--- config.mk ---
export PLATFORM = sky130hd
export DESIGN_NAME = czonotope_reader
export DESIGN_NICKNAME = d
export VERILOG_FILES = /design/src/rtl/czonotope_pkg.sv /design/src/rtl/czono_stream_fifo.sv /design/src/rtl/czonotope_reader.sv
export SDC_FILE = /design/constraint.sdc
export NUM_CORES = 1
export LEC_CHECK = 0
export BUFFER_PORTS_ARGS = -buffer_cell sky130_fd_sc_hd__buf_4
export CAP_MARGIN = 20
export CORE_MARGIN = 5
export CORE_UTILIZATION = 30
export CTS_BUF_LIST = sky130_fd_sc_hd__clkbuf_4 sky130_fd_sc_hd__clkbuf_8 sky130_fd_sc_hd__clkbuf_16
export DETAILED_ROUTE_END_ITERATION = 6
export SYNTH_ARGS = -nofsm -noshare
export SYNTH_HDL_FRONTEND = slang
export SYNTH_SLANG_ARGS = --single-unit
export TNS_END_PERCENT = 100
--- constraint.sdc ---
create_clock -name clk_i -period 4.4 [get_ports clk_i]
set_input_delay 0.44 -clock clk_i [delete_from_list [all_inputs] [get_ports clk_i]]
set_output_delay 0.44 -clock clk_i [all_outputs]
set_load 0.01 [all_outputs]
--- src/rtl/czonotope_pkg.sv ---
// Shared field encodings, FSM state type and section-skip helper for the CZonotope reader.
package czonotope_pkg;

    localparam logic [1:0] FIELD_C = 2'd0;
    localparam logic [1:0] FIELD_G = 2'd1;
    localparam logic [1:0] FIELD_A = 2'd2;
    localparam logic [1:0] FIELD_B = 2'd3;

    typedef enum logic [2:0] {
        IDLE  = 3'd0,
        RD_C  = 3'd1,
        RD_G  = 3'd2,
        RD_A  = 3'd3,
        RD_B  = 3'd4,
        DRAIN = 3'd5
    } state_e;

    // First non-empty section strictly after cur (IDLE means "from the beginning").
    function automatic state_e next_section(input state_e cur, input logic has_c,
                                            input logic has_g, input logic has_a,
                                            input logic has_b);
        state_e nxt;
        nxt = DRAIN;
        case (cur)
            IDLE: begin
                if (has_c)      nxt = RD_C;
                else if (has_g) nxt = RD_G;
                else if (has_a) nxt = RD_A;
                else if (has_b) nxt = RD_B;
            end
            RD_C: begin
                if (has_g)      nxt = RD_G;
                else if (has_a) nxt = RD_A;
                else if (has_b) nxt = RD_B;
            end
            RD_G: begin
                if (has_a)      nxt = RD_A;
                else if (has_b) nxt = RD_B;
            end
            RD_A: begin
                if (has_b)      nxt = RD_B;
            end
            default: nxt = DRAIN;
        endcase
        return nxt;
    endfunction

endpackage

--- src/rtl/czono_stream_fifo.sv ---
// Two-entry output FIFO; read side is a registered entry selected by the read pointer.
module czono_stream_fifo #(
    parameter int unsigned WIDTH = 35
) (
    input  logic             clk_i,
    input  logic             rstn_i,
    input  logic             wr_en,
    input  logic [WIDTH-1:0] wr_data,
    input  logic             rd_en,
    output logic [WIDTH-1:0] rd_data,
    output logic [1:0]       count,
    output logic             valid
);

    logic [WIDTH-1:0] mem_q [2];
    logic [WIDTH-1:0] mem_d [2];
    logic             wr_ptr_q, wr_ptr_d;
    logic             rd_ptr_q, rd_ptr_d;
    logic [1:0]       count_q, count_d;

    // Pointer and occupancy update; callers never write when full or read when empty.
    always_comb begin
        mem_d    = mem_q;
        wr_ptr_d = wr_ptr_q;
        rd_ptr_d = rd_ptr_q;
        if (wr_en) begin
            mem_d[wr_ptr_q] = wr_data;
            wr_ptr_d        = ~wr_ptr_q;
        end
        if (rd_en) begin
            rd_ptr_d = ~rd_ptr_q;
        end
        count_d = count_q + 2'(wr_en) - 2'(rd_en);
    end

    // Storage and pointer registers.
    always_ff @(posedge clk_i or negedge rstn_i) begin
        if (!rstn_i) begin
            mem_q[0] <= '0;
            mem_q[1] <= '0;
            wr_ptr_q <= 1'b0;
            rd_ptr_q <= 1'b0;
            count_q  <= 2'd0;
        end else begin
            mem_q    <= mem_d;
            wr_ptr_q <= wr_ptr_d;
            rd_ptr_q <= rd_ptr_d;
            count_q  <= count_d;
        end
    end

    assign rd_data = mem_q[rd_ptr_q];
    assign count   = count_q;
    assign valid   = (count_q != 2'd0);

endmodule

--- src/rtl/czonotope_reader.sv ---
// Streams one CZonotope (c, G, A, b) from synchronous-read memories onto a valid/ready port.
module czonotope_reader
    import czonotope_pkg::*;
#(
    parameter int unsigned NMAX       = 3,
    parameter int unsigned NGMAX      = 15,
    parameter int unsigned NCMAX      = 12,
    parameter int unsigned DATA_WIDTH = 32
) (
    input  logic                         clk_i,
    input  logic                         rstn_i,
    input  logic                         start,
    input  logic [$clog2(NMAX+1)-1:0]    n,
    input  logic [$clog2(NGMAX+1)-1:0]   ng,
    input  logic [$clog2(NCMAX+1)-1:0]   nc,
    output logic [$clog2(NMAX)-1:0]      c_addr,
    input  logic [DATA_WIDTH-1:0]        c_rdata,
    output logic [$clog2(NMAX)-1:0]      G_raddr,
    output logic [$clog2(NGMAX)-1:0]     G_caddr,
    input  logic [DATA_WIDTH-1:0]        G_rdata,
    output logic [$clog2(NCMAX)-1:0]     A_raddr,
    output logic [$clog2(NGMAX)-1:0]     A_caddr,
    input  logic [DATA_WIDTH-1:0]        A_rdata,
    output logic [$clog2(NCMAX)-1:0]     b_addr,
    input  logic [DATA_WIDTH-1:0]        b_rdata,
    output logic                         m_valid,
    input  logic                         m_ready,
    output logic [DATA_WIDTH-1:0]        m_data,
    output logic [1:0]                   m_field,
    output logic                         m_last,
    output logic                         busy,
    output logic                         done
);

    localparam int unsigned NW  = $clog2(NMAX+1);
    localparam int unsigned GW  = $clog2(NGMAX+1);
    localparam int unsigned CW  = $clog2(NCMAX+1);
    localparam int unsigned NAW = $clog2(NMAX);
    localparam int unsigned GAW = $clog2(NGMAX);
    localparam int unsigned CAW = $clog2(NCMAX);
    localparam int unsigned RW  = (NAW > CAW) ? NAW : CAW;
    localparam int unsigned EW  = DATA_WIDTH + 3;

    state_e           state_q, state_d;
    logic [RW-1:0]    row_q, row_d;
    logic [GAW-1:0]   col_q, col_d;
    logic [NW-1:0]    n_q, n_d;
    logic [GW-1:0]    ng_q, ng_d;
    logic [CW-1:0]    nc_q, nc_d;
    logic             infl_q, infl_d;
    logic [1:0]       infl_field_q, infl_field_d;
    logic             infl_last_q, infl_last_d;
    logic             busy_q, busy_d;
    logic             done_q, done_d;

    logic [NW-1:0]    n_use;
    logic [GW-1:0]    ng_use;
    logic [CW-1:0]    nc_use;
    logic             has_c, has_g, has_a, has_b;
    state_e           sec, nxt;
    logic             reading, credit_ok, row_end, sec_end;
    logic             row_last_n, row_last_c, col_last;
    logic             pop, last_c;
    logic [1:0]       fifo_count;
    logic             fifo_valid;
    logic [EW-1:0]    fifo_rd;
    logic [DATA_WIDTH-1:0] rdata_sel;

    // Dimensions come straight from the ports on the accepting cycle, from the latch afterwards.
    always_comb begin
        n_use      = (state_q == IDLE) ? n  : n_q;
        ng_use     = (state_q == IDLE) ? ng : ng_q;
        nc_use     = (state_q == IDLE) ? nc : nc_q;
        has_c      = (n_use != '0);
        has_g      = (n_use != '0) && (ng_use != '0);
        has_a      = (nc_use != '0) && (ng_use != '0);
        has_b      = (nc_use != '0);
        sec        = (state_q == IDLE) ? next_section(IDLE, has_c, has_g, has_a, has_b) : state_q;
        row_last_n = (32'(row_q) + 32'd1 == 32'(n_use));
        row_last_c = (32'(row_q) + 32'd1 == 32'(nc_use));
        col_last   = (32'(col_q) + 32'd1 == 32'(ng_use));
        pop        = fifo_valid && m_ready;
        last_c     = fifo_valid && fifo_rd[DATA_WIDTH];
        credit_ok  = (32'(fifo_count) + 32'(infl_q) - 32'(pop)) < 32'd2;
    end

    // Sequencer: issues one read per cycle while credit allows and walks the sections.
    always_comb begin
        state_d      = state_q;
        row_d        = row_q;
        col_d        = col_q;
        n_d          = n_q;
        ng_d         = ng_q;
        nc_d         = nc_q;
        infl_d       = 1'b0;
        infl_field_d = infl_field_q;
        infl_last_d  = 1'b0;
        done_d       = 1'b0;
        row_end      = 1'b0;
        sec_end      = 1'b0;
        nxt          = DRAIN;
        reading      = ((state_q == IDLE) && start) ||
                       (state_q inside {RD_C, RD_G, RD_A, RD_B});

        if ((state_q == IDLE) && start) begin
            n_d  = n;
            ng_d = ng;
            nc_d = nc;
        end

        if (reading && (sec != DRAIN) && credit_ok) begin
            infl_d = 1'b1;
            case (sec)
                RD_C: begin
                    infl_field_d = FIELD_C;
                    row_end      = row_last_n;
                    sec_end      = row_last_n;
                end
                RD_G: begin
                    infl_field_d = FIELD_G;
                    row_end      = row_last_n;
                    sec_end      = row_last_n && col_last;
                end
                RD_A: begin
                    infl_field_d = FIELD_A;
                    row_end      = row_last_c;
                    sec_end      = row_last_c && col_last;
                end
                default: begin
                    infl_field_d = FIELD_B;
                    row_end      = row_last_c;
                    sec_end      = row_last_c;
                end
            endcase
            if (sec_end) begin
                nxt         = next_section(sec, has_c, has_g, has_a, has_b);
                state_d     = nxt;
                row_d       = '0;
                col_d       = '0;
                infl_last_d = (nxt == DRAIN);
            end else if (row_end) begin
                state_d = sec;
                row_d   = '0;
                col_d   = col_q + GAW'(1);
            end else begin
                state_d = sec;
                row_d   = row_q + RW'(1);
            end
        end else if ((state_q == IDLE) && start && (sec == DRAIN)) begin
            done_d = 1'b1;
        end else if ((state_q == DRAIN) && pop && last_c) begin
            state_d = IDLE;
            done_d  = 1'b1;
        end

        busy_d = (state_d != IDLE) || done_d;
    end

    // Memory addresses for the section being read; idle sections hold 0.
    always_comb begin
        c_addr  = '0;
        G_raddr = '0;
        G_caddr = '0;
        A_raddr = '0;
        A_caddr = '0;
        b_addr  = '0;
        case (sec)
            RD_C: c_addr = NAW'(row_q);
            RD_G: begin
                G_raddr = NAW'(row_q);
                G_caddr = col_q;
            end
            RD_A: begin
                A_raddr = CAW'(row_q);
                A_caddr = col_q;
            end
            RD_B: b_addr = CAW'(row_q);
            default: ;
        endcase
    end

    // Pick the returning word by the field tag of the read in flight.
    always_comb begin
        case (infl_field_q)
            FIELD_C: rdata_sel = c_rdata;
            FIELD_G: rdata_sel = G_rdata;
            FIELD_A: rdata_sel = A_rdata;
            default: rdata_sel = b_rdata;
        endcase
    end

    // Control and status registers.
    always_ff @(posedge clk_i or negedge rstn_i) begin
        if (!rstn_i) begin
            state_q      <= IDLE;
            row_q        <= '0;
            col_q        <= '0;
            n_q          <= '0;
            ng_q         <= '0;
            nc_q         <= '0;
            infl_q       <= 1'b0;
            infl_field_q <= FIELD_C;
            infl_last_q  <= 1'b0;
            busy_q       <= 1'b0;
            done_q       <= 1'b0;
        end else begin
            state_q      <= state_d;
            row_q        <= row_d;
            col_q        <= col_d;
            n_q          <= n_d;
            ng_q         <= ng_d;
            nc_q         <= nc_d;
            infl_q       <= infl_d;
            infl_field_q <= infl_field_d;
            infl_last_q  <= infl_last_d;
            busy_q       <= busy_d;
            done_q       <= done_d;
        end
    end

    czono_stream_fifo #(
        .WIDTH (EW)
    ) u_fifo (
        .clk_i   (clk_i),
        .rstn_i  (rstn_i),
        .wr_en   (infl_q),
        .wr_data ({infl_field_q, infl_last_q, rdata_sel}),
        .rd_en   (pop),
        .rd_data (fifo_rd),
        .count   (fifo_count),
        .valid   (fifo_valid)
    );

    assign m_valid = fifo_valid;
    assign m_data  = fifo_rd[DATA_WIDTH-1:0];
    assign m_field = fifo_rd[EW-1:EW-2];
    assign m_last  = last_c;
    assign busy    = busy_q;
    assign done    = done_q;

endmodule

; After elaboration in Yosys (flattened, before gate mapping)
; Cells that the tools add are included.
[word_totals]
memories = 0
ramBits = 0
word_cells = 119
input_bits = 142
register_bits = 101
latch_bits = 0
mem_bits_ro = 0
[classes]
n_reduce_logical = 27
n_shift = 0
n_addsub = 8
eq_ne = 17
multipliers = 0
n_mux = 43
bitwise = 4
magnitude_cmp = 4
n_div = 0
[op_table]
columns = op, count
row1 = $mux 35, 4
row2 = $pmux 32 s3, 1
row3 = $bwmux 70, 1
row4 = $mux 4, 10
row5 = $demux 35 s1, 1
row6 = $eq 32x2->1, 1
row7 = $lt 32x2->1 const B, 1
row8 = $mux 3, 10
row9 = $eq 3x3->1 const B, 5
row10 = $logic_and 1x1->1, 13
row11 = $eq 3x2->1 const B, 4
row12 = $pmux 3 s4, 1
row13 = $reduce_bool 4->1, 3
row14 = $add 4x1->5 const B, 2
row15 = $eq 5x4->1, 2
row16 = $mux 1, 10
row17 = $add 4x1->4 const B, 2
row18 = $eq 3x1->1 const B, 2
row19 = $logic_not 3->1, 2
row20 = $mux 2, 3
row21 = $pmux 2 s3, 1
row22 = $reduce_bool 2->1, 3
row23 = $ge 2x2->1 const B, 2
row24 = $not 1->2, 2
row25 = 15 further kinds, 17

; Longest topological paths before layout
[logic_depth]
ltp_word = 18
ltp_mapped = 15
ltp_nobuf = 15

; Cells and area by module
; From an unflattened synthesis, not the netlist that was laid out.
[unflattened]
cells_unflattened = 476
hier_area_um2 = 6263.5
[by_module_without_submodules]
columns = mod, cells_per_inst, n_inst, seq_area_each_um2, area_per_inst_um2
row1 = czono_stream_fifo, 201, 1, 1851.8, 3368.2
row2 = czonotope_reader, 275, 1, 675.6, 2895.3

; Worst setup path before layout
; Ideal clock, no wire load.
[synth_timing]
path_kind = reg-to-reg
from = reg u_fifo.count_q[1], in the netlist u_fifo.count[1]
to = reg busy_q, in the netlist busy
arrival_ps = 3603
synth_period_minus_slack_ps = 3741
slack_ps = 659
path_stages_with_launch = 16
setup_ps = 139
path_cell_list = dfrtp_1 > or2_2 > nand2_1 > inv_1 > ha_1 > inv_1 > ha_1 > inv_1 > fa_1 > xor2_1 > a211oi_1 > nand3_1 > a31oi_1 > nor2b_1 > a221oi_1 > or4_1
[synth_via]
elab_chain_len = 9
word_cells_on_any_way = 17
classes_between = add/sub: 2 / order compare: 1 / mux: 6 / reduce/logical: 8
[synth_rtl]
columns = item, line
row1 = from (decl), czono_stream_fifo.sv:19  ; logic [1:0] count_q, count_d;
row2 = from (signal assigned), czono_stream_fifo.sv:48  ; count_q <= count_d;
row3 = $reduce_bool 2->1 *, czono_stream_fifo.sv:54  ; assign valid = (count_q != 2'd0);
row4 = via m_valid, czonotope_reader.sv:26  ; output logic m_valid,
row5 = $logic_and 1x1->1 *, czonotope_reader.sv:82  ; pop = fifo_valid && m_ready;
row6 = via pop, czonotope_reader.sv:63  ; logic pop, last_c;
row7 = branches (longest 4 deep; another with $lt 32x2->1), n/a
row8 = $mux 3 *, czonotope_reader.sv:111  ; if (reading && (sec != DRAIN) && credit_ok) begin
row9 = via state_d[1], czonotope_reader.sv:44  ; state_e state_q, state_d;
row10 = $reduce_bool 3->1 *, czonotope_reader.sv:156  ; busy_d = (state_d != IDLE) || done_d;
row11 = $logic_or 1x1->1 *, czonotope_reader.sv:156
row12 = via busy_d, czonotope_reader.sv:53  ; logic busy_q, busy_d;
row13 = to (signal assigned), czonotope_reader.sv:216  ; busy_q <= busy_d;
row14 = to (decl), czonotope_reader.sv:53
; Mark *: on every way through the listed nets, which the timed path passes.
; A chain may end at the register's enable or synchronous reset.

; Worst setup path in the final report
[layout_timing]
from = reg u_fifo.count_q[1], in the netlist u_fifo.count[1]
to = reg busy_q, in the netlist busy
[layout_via]
elab_chain_len = 9
word_cells_on_any_way = 17
classes_between = add/sub: 2 / order compare: 1 / mux: 6 / reduce/logical: 8
[layout_rtl]
columns = item, line
row1 = $reduce_bool 2->1 *, czono_stream_fifo.sv:54
row2 = $logic_and 1x1->1 *, czonotope_reader.sv:82
row3 = via pop, czonotope_reader.sv:63
row4 = branches (longest 4 deep; another with $lt 32x2->1), n/a
row5 = $mux 3 *, czonotope_reader.sv:111
row6 = via state_d[1], czonotope_reader.sv:44
row7 = $reduce_bool 3->1 *, czonotope_reader.sv:156
row8 = $logic_or 1x1->1 *, czonotope_reader.sv:156
row9 = via busy_d, czonotope_reader.sv:53
; Marks and branches as above.

==> impl_metrics.toml <==
[run_status]
run_status = "completed"

[floorplanning]
start_util_pct = 30.7
fp-row-count = 51
dieArea_um2 = 23100
core_um2 = 19700
die_x_um = 152
die_h_um = 152
num_io_pins = 200

[timing]
relSlewSlack_pct = 39.4
skew_ps = 10.7
slew_viol_final = 0
hold_viol = 0
finalSetupViolations = 0
tightest_slew_ps = 906
rsz0062_at_grt = "no"
final.min_clock_period_ps = 3920
fmax_ghz = 0.255
fin_ws_ps = 478
finalCritPeriodShare_pct = 89.1
setup_tns_ps = 0

[grt]
gr-usage-all-layers_pct = 14.7
grt_use_met3_pct = 3.64
grt_pass1_vias = 5119
grt_pass1_wl_mm = 27.7
top_usage_layer = "met2"
grt-ovfl-total = 0
antenna_found_initial = 0
globalRouteMet1Util_pct = 18.2
gr-usage-met2_pct = 25.9
grt_max_degree = 67

[yosys]
syn_inst = 469
synthTopCellsByArea = "dfrtp_1, mux2_2, mux4_2, mux2i_1, and2_1"
synth_ff_type = "dfrtp_1"
yosys-top-cells-count = "mux2_2, dfrtp_1, mux4_2"
synth.distinct_cells = 60
netlist_area_um2 = 6030
synth_compound_area_share_pct = 7.19
synth_nets = 618
synth_area_per_cell_um2 = 12.9
synth-xor-area-share_pct = 1.60
netlist.area_leader.share_pct = 41.9
synth.ff_latch_count = 101
synth_top_family_by_area = "multiplexers"
synthMuxAreaShare_pct = 36.8
synth-simple-area-share_pct = 8.21
synth_largest_area_cell = "dfrtp_1"
synth_warnings = 0
synth-async-reset-ratio_pct = 100
yosysSeqAreaShare_pct = 41.9
synth_fa_ha_area_share_pct = 1.58
yosysMostFrequentCell = "mux2_2"
synth_enable_flop_cells = 0

[cts]
cts.path.max_buffers = 2
h-tree-depth = 3
numCtsBuffers = 9
cts_resized = 0
holdBufCountCts = 0
clockRootBuffer = "clkbuf_16"
cts_tree = "done"
post-cts-setup-buffers = 0
clk_latency_ps = 350
cts_num_sinks = 101
clk_pin_slew_worst_paths_ps = 80

[placement]
pre_cts_slack_ps = 502
place.gp.congestion = 0.938
hpwl_mm = 13.1
port_buffers = 199
placedCellCount = 909

[finish]
fin_cells = 926
syn_to_final_growth_pct = 34.5
drive_gt1_share_pct = 58.9
nets = 805
num_antenna_cells = 0

[setup_path]
cp.required_ps = 4620
crit_type = "reg -> reg"
cp.arrival_ps = 4140
r2r_cells = 15
worstPathMaxFanout = 4
worstReg2RegStart = "u_fifo.count[1]"
r2r-end = "busy"
start_kind = "flip-flop"
crit_path_end_kind = "flip-flop"
r2r_slack_ps = 480

[routing]
detail-route-antenna-nets = 0
via_per_inst = 5.08
dr_total_vias = 4707
wirelength_mm = 17.3
first_iter_violations = 255
drt-pass1-iter-count = 5
wl_per_cell_um = 18.7
drc = 0

[pwr]
seq_power_share_pct = 32.3
p_leak_uw = 0.00355
power_switching_uw = 2040
swShare_pct = 37.9
pwr-share-comb_pct = 53.1
p_clk_share_pct = 14.6
p_per_area_nw_per_um2 = 664
irDropWorstVdd_mv = 0.244
internal-power_uw = 3350

[worst_hold_path]
hp-class = "in -> async"

[run]
drv_cap = 0
-- layer usage --
metal / vias up / routed length [µm]
met2: 203 / 8700
met3: 16 / 1160
met4: 0 / 177
met1: 2341 / 7270
met5: - / 0
li1: 2147 / -
-- worst max-delay path, stage by stage (launching register included) --
cell and delay [ps]:
dfrtp_1 440, or2_2 330, nand2_1 110, inv_1 60, ha_1 290, inv_1 60
ha_1 160, inv_1 60, fa_1 370, xor2_1 150, a211oi_1 390, nand3_1 170
a31oi_1 310, nor2b_1 230, a221oi_1 130, or4_1 550
-- stage by stage --
stage / power [µW] / utilization [%] / area [µm²] / hold slack, ps
4_1_cts: 5450 / 41.2 / 8090 / 235
3_3_place_gp: 4520 / 39.6 / 7790 / 482
3_5_place_dp: 4630 / 39.6 / 7790 / 487
6_report: 5390 / 41.3 / 8120 / 196
5_1_grt: 5760 / 41.3 / 8120 / 266
2_1_floorplan: 3660 / - / 6030 / 144
-- power by group through the flow --
stage	logic [µW]	registers [µW]	clock network, µW
final	2870	1740	787
after global placement	2800	1730	0
after global routing	3100	1810	853
after detailed placement	2870	1760	0
after CTS	2880	1750	816
after floorplan	2100	1560	0
-- layout by cell type, fill, tap and decap left out, types with 13 or more instances in the layout --
| cell type | n |
|---|---|
| buf_4 | 205 |
| mux2_2 | 119 |
| dfrtp_1 | 98 |
| mux4_2 | 32 |
| and2_1 | 19 |
| nand2_1 | 18 |
| nor2_1 | 15 |
| o21ai_0 | 14 |
| mux2i_1 | 13 |
-- how the worst max path moves through the flow --
stage / start / to / slack [ps]
5_1_grt: u_fifo.count[1] / busy / 250
4_1_cts: u_fifo.count[1] / busy / 490
6_report: u_fifo.count[1] / busy / 480
2_1_floorplan: u_fifo.count[1] / busy / 660
3_5_place_dp: u_fifo.count[1] / busy / 500
3_3_place_gp: u_fifo.count[1] / busy / 700
-- cell type report --
| type | count | area [µm²] |
|---|---|---|
| Clock inverter | 7 | 75.1 |
| Inverter | 10 | 37.5 |
| Fill cell | 1858 | 11500 |
| Multi-Input combinational cell | 328 | 3350 |
| Clock buffer | 9 | 225 |
| Tap cell | 265 | 332 |
| Sequential cell | 101 | 2530 |
| Timing Repair Buffer | 206 | 1570 |
-- registers in the layout, summed over array words and instances, names as in the netlist, 2 cells and up --
name and flops:
u_fifo.count 2, state_q 3, infl_field_q 2, nc_q 4
row_q 4, ng_q 4, col_q 4, u_fifo.mem_q 70
n_q 2
-- cell families after synthesis --
logic type | count (synthesis)
AOI/OAI and AO/OA | 54
and+or+nand+nor | 90
buffers and inverters | 40
muxes | 166
DFF | 101
xor gates and xnor gates | 11
adders and majority gates | 7
Note: power is estimated with default switching activity, not from simulation.
